===== src/rtl/input_debouncer.sv =====
`default_nettype none
// ============================================================================
// Module   : input_debouncer
// Purpose  : Synchronizes a raw, bouncy, asynchronous level input and only
//            passes a new level to dout after it has been seen stable for
//            DEBOUNCE_CYCLES consecutive synchronized samples. Transitions
//            that collapse before qualifying are counted as glitches.
// Revision : 1.0 - initial release
// ----------------------------------------------------------------------------
// Parameters
//   SYNC_STAGES     : synchronizer depth on din (>= 2)
//   DEBOUNCE_CYCLES : stable samples required to change dout (>= 1)
//   GLITCH_W        : width of the saturating glitch counter
// Ports
//   clk        in   clock, all logic on the rising edge
//   resetn     in   synchronous, active-low reset
//   din        in   raw asynchronous level input
//   glitch_clr in   synchronous clear of glitch_cnt (wins over a glitch)
//   dout       out  registered debounced level
//   busy       out  high while a new level is being qualified
//   glitch_cnt out  saturating count of rejected transitions
// ============================================================================
module input_debouncer #(
  parameter int SYNC_STAGES     = 2,
  parameter int DEBOUNCE_CYCLES = 4,
  parameter int GLITCH_W        = 8
) (
  input  logic                clk,
  input  logic                resetn,
  input  logic                din,
  input  logic                glitch_clr,
  output logic                dout,
  output logic                busy,
  output logic [GLITCH_W-1:0] glitch_cnt
);

  // Counter is wide enough to hold DEBOUNCE_CYCLES itself.
  localparam int                 C_CNT_W    = $clog2(DEBOUNCE_CYCLES + 1);
  localparam logic [C_CNT_W:0]   C_CNT_LAST = (C_CNT_W + 1)'(DEBOUNCE_CYCLES);
  localparam logic [C_CNT_W-1:0] C_CNT_ONE  = C_CNT_W'(1);

  typedef enum logic [1:0] {
    ST_LOW   = 2'd0,
    ST_CHK_H = 2'd1,
    ST_HIGH  = 2'd2,
    ST_CHK_L = 2'd3
  } state_t;

  // --------------------------------------------------------------------------
  // Synchronizer chain; only the last stage is used by the logic below.
  // --------------------------------------------------------------------------
  logic [SYNC_STAGES-1:0] sync_q;
  logic                   sync_s;

  always_ff @(posedge clk) begin
    if (!resetn) begin
      sync_q <= '0;
    end else begin
      sync_q <= {sync_q[SYNC_STAGES-2:0], din};
    end
  end

  assign sync_s = sync_q[SYNC_STAGES-1];

  // --------------------------------------------------------------------------
  // Qualification state machine
  // --------------------------------------------------------------------------
  state_t                state_q, state_d;
  logic [C_CNT_W-1:0]    cnt_q, cnt_d;
  logic [C_CNT_W:0]      cnt_inc;
  logic                  glitch_ev;
  logic                  dout_q, busy_q;
  logic [GLITCH_W-1:0]   glitch_q, glitch_d;

  // One extra bit so the compare against DEBOUNCE_CYCLES cannot overflow.
  assign cnt_inc = {1'b0, cnt_q} + (C_CNT_W + 1)'(1);

  always_comb begin
    state_d   = state_q;
    cnt_d     = cnt_q;
    glitch_ev = 1'b0;
    case (state_q)
      ST_LOW: begin
        if (sync_s) begin
          if (DEBOUNCE_CYCLES == 1) begin
            state_d = ST_HIGH;
            cnt_d   = '0;
          end else begin
            state_d = ST_CHK_H;
            cnt_d   = C_CNT_ONE;
          end
        end
      end
      ST_CHK_H: begin
        if (sync_s) begin
          if (cnt_inc == C_CNT_LAST) begin
            state_d = ST_HIGH;
            cnt_d   = '0;
          end else begin
            cnt_d = cnt_inc[C_CNT_W-1:0];
          end
        end else begin
          // Bounce back: abandon qualification, restart from zero.
          state_d   = ST_LOW;
          cnt_d     = '0;
          glitch_ev = 1'b1;
        end
      end
      ST_HIGH: begin
        if (!sync_s) begin
          if (DEBOUNCE_CYCLES == 1) begin
            state_d = ST_LOW;
            cnt_d   = '0;
          end else begin
            state_d = ST_CHK_L;
            cnt_d   = C_CNT_ONE;
          end
        end
      end
      ST_CHK_L: begin
        if (!sync_s) begin
          if (cnt_inc == C_CNT_LAST) begin
            state_d = ST_LOW;
            cnt_d   = '0;
          end else begin
            cnt_d = cnt_inc[C_CNT_W-1:0];
          end
        end else begin
          state_d   = ST_HIGH;
          cnt_d     = '0;
          glitch_ev = 1'b1;
        end
      end
      default: begin
        state_d = ST_LOW;
        cnt_d   = '0;
      end
    endcase
  end

  // Clear has priority over a glitch arriving in the same cycle.
  always_comb begin
    glitch_d = glitch_q;
    if (glitch_clr) begin
      glitch_d = '0;
    end else if (glitch_ev && (glitch_q != {GLITCH_W{1'b1}})) begin
      glitch_d = glitch_q + GLITCH_W'(1);
    end
  end

  // Outputs are decoded from the next state so they change on the same edge
  // the state machine moves.
  always_ff @(posedge clk) begin
    if (!resetn) begin
      state_q  <= ST_LOW;
      cnt_q    <= '0;
      dout_q   <= 1'b0;
      busy_q   <= 1'b0;
      glitch_q <= '0;
    end else begin
      state_q  <= state_d;
      cnt_q    <= cnt_d;
      dout_q   <= (state_d == ST_HIGH)  || (state_d == ST_CHK_L);
      busy_q   <= (state_d == ST_CHK_H) || (state_d == ST_CHK_L);
      glitch_q <= glitch_d;
    end
  end

  assign dout       = dout_q;
  assign busy       = busy_q;
  assign glitch_cnt = glitch_q;

endmodule
`default_nettype wire


===== config.mk =====
export PLATFORM = sky130hd
export DESIGN_NAME = input_debouncer
export DESIGN_NICKNAME = d
export VERILOG_FILES = /design/src/rtl/input_debouncer.sv
export SDC_FILE = /design/constraint.sdc
export NUM_CORES = 1
export LEC_CHECK = 0
export CAP_MARGIN = 20
export CORE_ASPECT_RATIO = 0.7
export CORE_MARGIN = 4
export CORE_UTILIZATION = 30
export DETAILED_ROUTE_END_ITERATION = 8
export PLACE_DENSITY = 0.47
export REMOVE_ABC_BUFFERS = 1
export SYNTH_ARGS = -nofsm -noshare
export SYNTH_HDL_FRONTEND = slang
export SYNTH_SLANG_ARGS = --single-unit

===== constraint.sdc =====
create_clock -name clk -period 3.5 [get_ports clk]
set_input_delay 0.525 -clock clk [delete_from_list [all_inputs] [get_ports clk]]
set_output_delay 0.525 -clock clk [all_outputs]
set_load 0.01 [all_outputs]

# Word-level counts from Yosys, hierarchy flattened
# Cells that the tools add are included.
[totals]
reg_bits = 17
wordCells = 41
out_inout_bits = 10
inputBits = 4
[classes]
mux = 16
bitwise_logic = 1
n_eq_ne = 10
n_reduce_logical = 6
n_addsub = 2
[ops]
columns = ["cell", "n"]
rows = [
  ["two-way mux 3 bit", 5],
  ["two-way mux 2 bit", 6],
  ["one-hot mux 3 bit (4 select lines)", 1],
  ["adder 8 x 1 -> 8 bit, second input constant", 1],
  ["equality test 2 bit, second input constant", 4],
  ["inequality test 8 bit, second input constant", 1],
  ["one-hot mux 2 bit (4 select lines)", 1],
  ["adder 3 x 1 -> 4 bit, second input constant", 1],
  ["equality test 2 x 1 -> 1 bit, second input constant", 2],
  ["equality test 4 x 3 -> 1 bit, second input constant", 1],
  ["inequality test 2 bit, second input constant", 2],
  ["logical NOT 2 bit", 1],
  ["logical OR 1 bit", 2],
  ["two-way mux 1 bit", 2],
  ["one-hot mux 1 bit (2 select lines)", 1],
  ["AND reduction 2 bit", 1],
  ["OR reduction 2 bit", 1],
  ["logical AND 1 bit", 1],
  ["NOT 1 bit", 1],
]

# Logic depth before layout (Yosys ltp)
[logic_depth]
depth_word = 7
ltp_mapped = 5
mapped_depth_nobuf = 5

# Worst setup path before layout
# Ideal clock, no wire load.
[synth_timing]
kind = "register -> register"
startpoint = "register glitch_q[0] (netlist: glitch_cnt[0])"
endpoint = "register glitch_q[5] (netlist: glitch_cnt[5])"
setup_time_ns = 0.070
slack_ns = 2.066
stages_incl_launch_ff = 6
required_time_ns = 3.430
period_less_slack_ns = 1.434
arrival_ns = 1.364
path_buffers = 0
cell_sequence = "dfxtp_1 -> ha_1 -> nand3_1 -> o211ai_4 -> or4_1 -> a21oi_1"
[synth_between]
elab_chain_cells = 2
elab_cells_between_ends = 3
cone_classes = "1 x add/sub; 1 x eq/ne; 1 x reduce/logical"
[synth_rtl]
columns = ["item", "line", "source"]
rows = [
  ["start: declaration", "73", "logic [GLITCH_W-1:0] glitch_q, glitch_d;"],
  ["start signal: assignment", "165", "glitch_q <= glitch_d;"],
  ["branches (longest 2 deep; another with adder 8 x 1 -> 8 bit)", "n/a", ""],
]
# Several ways; the timed one is not identified.
# A chain may end at the register's enable or synchronous reset.

==> reports/metrics.csv <==
stage,metric,value,unit
clocking,cts_buffer_depth,2,
global_routing,overflow,0,
sta,fin_skew,0.00241,ns
synthesis,yosysSeqAreaShare,0.416,
synthesis,ys_ff_latch,16,
setup_path,crit_path_end_kind,primary output,
cells_and_area,area_delta_synth_final,28.5,%
setup_path,worst_setup_path_start_kind,register,
global_routing,grt_max_degree,11,
placed_design,dp_slack,1.94,ns
die,die_area,3450,µm²
hold_path,whs_endpoint,sync_q[1],
route,wire_per_inst,11.3,µm
sta,rsz0062_at_grt,false,
clocking,h-tree-depth,1,
route,avgViaCountPerCell,4.86,
status,status,"complete, no violations",
route,vias,647,
clocking,cts_setup_buffers,0,
sta,finalCritPeriodShare,0.521,
clocking,cts-root-buf,clkbuf_8,
sta,finalSetupViolations,0,
synthesis,netlist.area_leader.share,0.416,
synthesis,synth_ff_type,dfxtp_1,
die,initial_core_util,0.313,
global_routing,antenna_found_initial,0,
hold_path,hold_class,reg -> reg,
clocking,cts_buffers,3,
synthesis,syn-cell-area,769,µm²
clocking,clock_sinks,16,
sta,setup-tns-final,0,ns
synthesis,synth_edf_count,0,
setup_path,crit_buf_inv,1,
pwr,vdd_drop_max,196,µV
setup_path,crit_family,buffers and inverters,
route,first_iter_violations,67,
clocking,cts_tree,built,
sta,slew_violations,0,
setup_path,r2r_end,state_q[1],
cells_and_area,finalNetCount,107,
die,coreArea,2460,µm²
setup_path,crit_slowest_cell,clkdlybuf4s50_1,
cells_and_area,diodes,0,
synthesis,ys_warn_count,0,
setup_path,crit_fanout,4,
setup_path,cp_cell_sequence,clkdlybuf4s50_1,
sta,fmax,549,MHz
global_routing,grt_pass1_vias,552,
placed_design,io_buffers,13,
setup_path,worstPathRequired,2.97,ns
sta,slew_headroom,0.671,
cells_and_area,layout_common_cells,"dfxtp_1, clkdlybuf4s50_1, a21oi_1",
synthesis,yosys.area.top_type,dfxtp_1,
cells_and_area,mostFrequentLayoutCell,dfxtp_1,
sta,tightest_slew,0.489,ns
route,drt_pass1_iterations,4,
hold_path,hp-start,sync_q[0],
sta,final.setup.worst_slack,1.68,ns
setup_path,slowest_delay,0.59,ns
placed_design,gp_congestion,0.738,
clocking,clkTransAtPathRegs,0.06,ns
synthesis,synth_area_leaders,"dfxtp_1, a21oi_1, ha_1",
cells_and_area,finalInstanceArea,988,µm²
setup_path,r2r_cells,5,
setup_path,path_class,reg -> out,
synthesis,synth_cell_types,28,
placed_design,place_area,933,µm²
synthesis,async_flop_share,0,
clocking,hold_buffers,0,
global_routing,grt_use_total,0.100,
pwr,p_leak,0.000331,µW
pwr,cellPowerDensity,369,nW/µm²
die,die_w,68.5,µm
cells_and_area,drive_above_1_share,0.0707,
global_routing,grt_pass1_wl,2580,µm
sta,hold_violations,0,
route,drc,0,
die,io_pins,14,
synthesis,postSynthCellCount,84,
setup_path,ff2ff_setup_slack,1.94,ns
hold_path,hold_depth,1,
setup_path,crit_arrival,1.30,ns
synthesis,synth_area_per_cell,9.16,µm²
setup_path,r2r_start,cnt_q[0],
clocking,clk_latency,0.25,ns
sta,min_period,1.82,ns
job,drv_cap,0,
die,die_h,50.4,µm
route,drt_wl_total,1500,µm
die,rows,15,
placed_design,dpl.hpwl,1150,µm
clocking,cts_resized,0,
route,antenna_left,0,
## routing by layer
layer	up-vias	share of wire	GRT usage
met5	-	0	0
met4	0	0.0047	0.0198
met3	2	0.062	0.0537
met2	19	0.37	0.122
met1	293	0.56	0.151
li1	333	-	-
## synthesized netlist by cell type, types with 2 or more instances
cell type	count
and2_1	3
a21oi_1	8
o31ai_1	2
inv_1	6
nand2_1	5
o21ai_0	5
xnor2_1	2
nand2b_1	3
nor2_1	3
ha_1	3
dfxtp_1	16
a211oi_1	3
nand4_1	2
or3_1	3
nand3_1	6
or4_1	2
## worst register-to-register path, stage by stage (launching register included)
cell	delay [ns]
dfxtp_1	0.35
ha_1	0.25
nand2b_1	0.17
o21ai_0	0.41
a21bo_2	0.21
a21oi_1	0.05
## final cells by class
cell class                 count  area (µm²)
timing repair buffer          13         130
multi-input combinational     60         418
tap                           34        42.5
clock buffer                   4        55.1
fill                         263        1470
sequential                    16         320
inverter                       6        22.5
## cells by family after synthesis
| family | Yosys count | synth area share |
|---|---|---|
| AND/OR/NAND/NOR | 29 | 0.205 |
| AO/OA/AOI/OAI | 23 | 0.207 |
| flip-flops | 16 | 0.416 |
| buffers and inverters | 8 | 0.0406 |
| XOR/XNOR | 4 | 0.0699 |
| adder cells (fa/ha/maj) | 3 | 0.0488 |
| multiplexers | 1 | 0.0130 |
## power by group
| group | switching, µW | internal [µW] |
|---|---|---|
| logic | 7.18 | 7.80 |
| clock network | 62.6 | 99.7 |
| registers | 2.95 | 185 |
| total | 72.7 | 292 |
## sequential cells by signal, indices dropped and copies added, names as in the netlist
signal and flops:
busy 1, cnt_q 3, glitch_cnt 8, state_q 2, sync_q 2
## through the flow
stage | total power (µW) | hold WS (ns) | instances | util
CTS | 372 | 0.446 | 133 | 0.402
floorplan | 200 | 0.412 | 82 | -
detailed placement | 207 | 0.428 | 129 | 0.380
global placement | 207 | 0.432 | 129 | 0.380
finish | 365 | 0.440 | 133 | 0.402
global route | 382 | 0.454 | 133 | 0.402
## worst max-delay path by stage
stage | from | to | slack, ns | cells past startpoint
2_1_floorplan | glitch_cnt[0] | glitch_cnt[5] | 2.06 | 5
3_3_place_gp | state_q[1] | dout | 1.95 | 1
3_5_place_dp | state_q[1] | dout | 1.94 | 1
4_1_cts | state_q[1] | dout | 1.66 | 1
5_1_grt | state_q[1] | dout | 1.63 | 1
6_report | state_q[1] | dout | 1.68 | 1
Note: power is estimated with default switching activity, not from simulation.
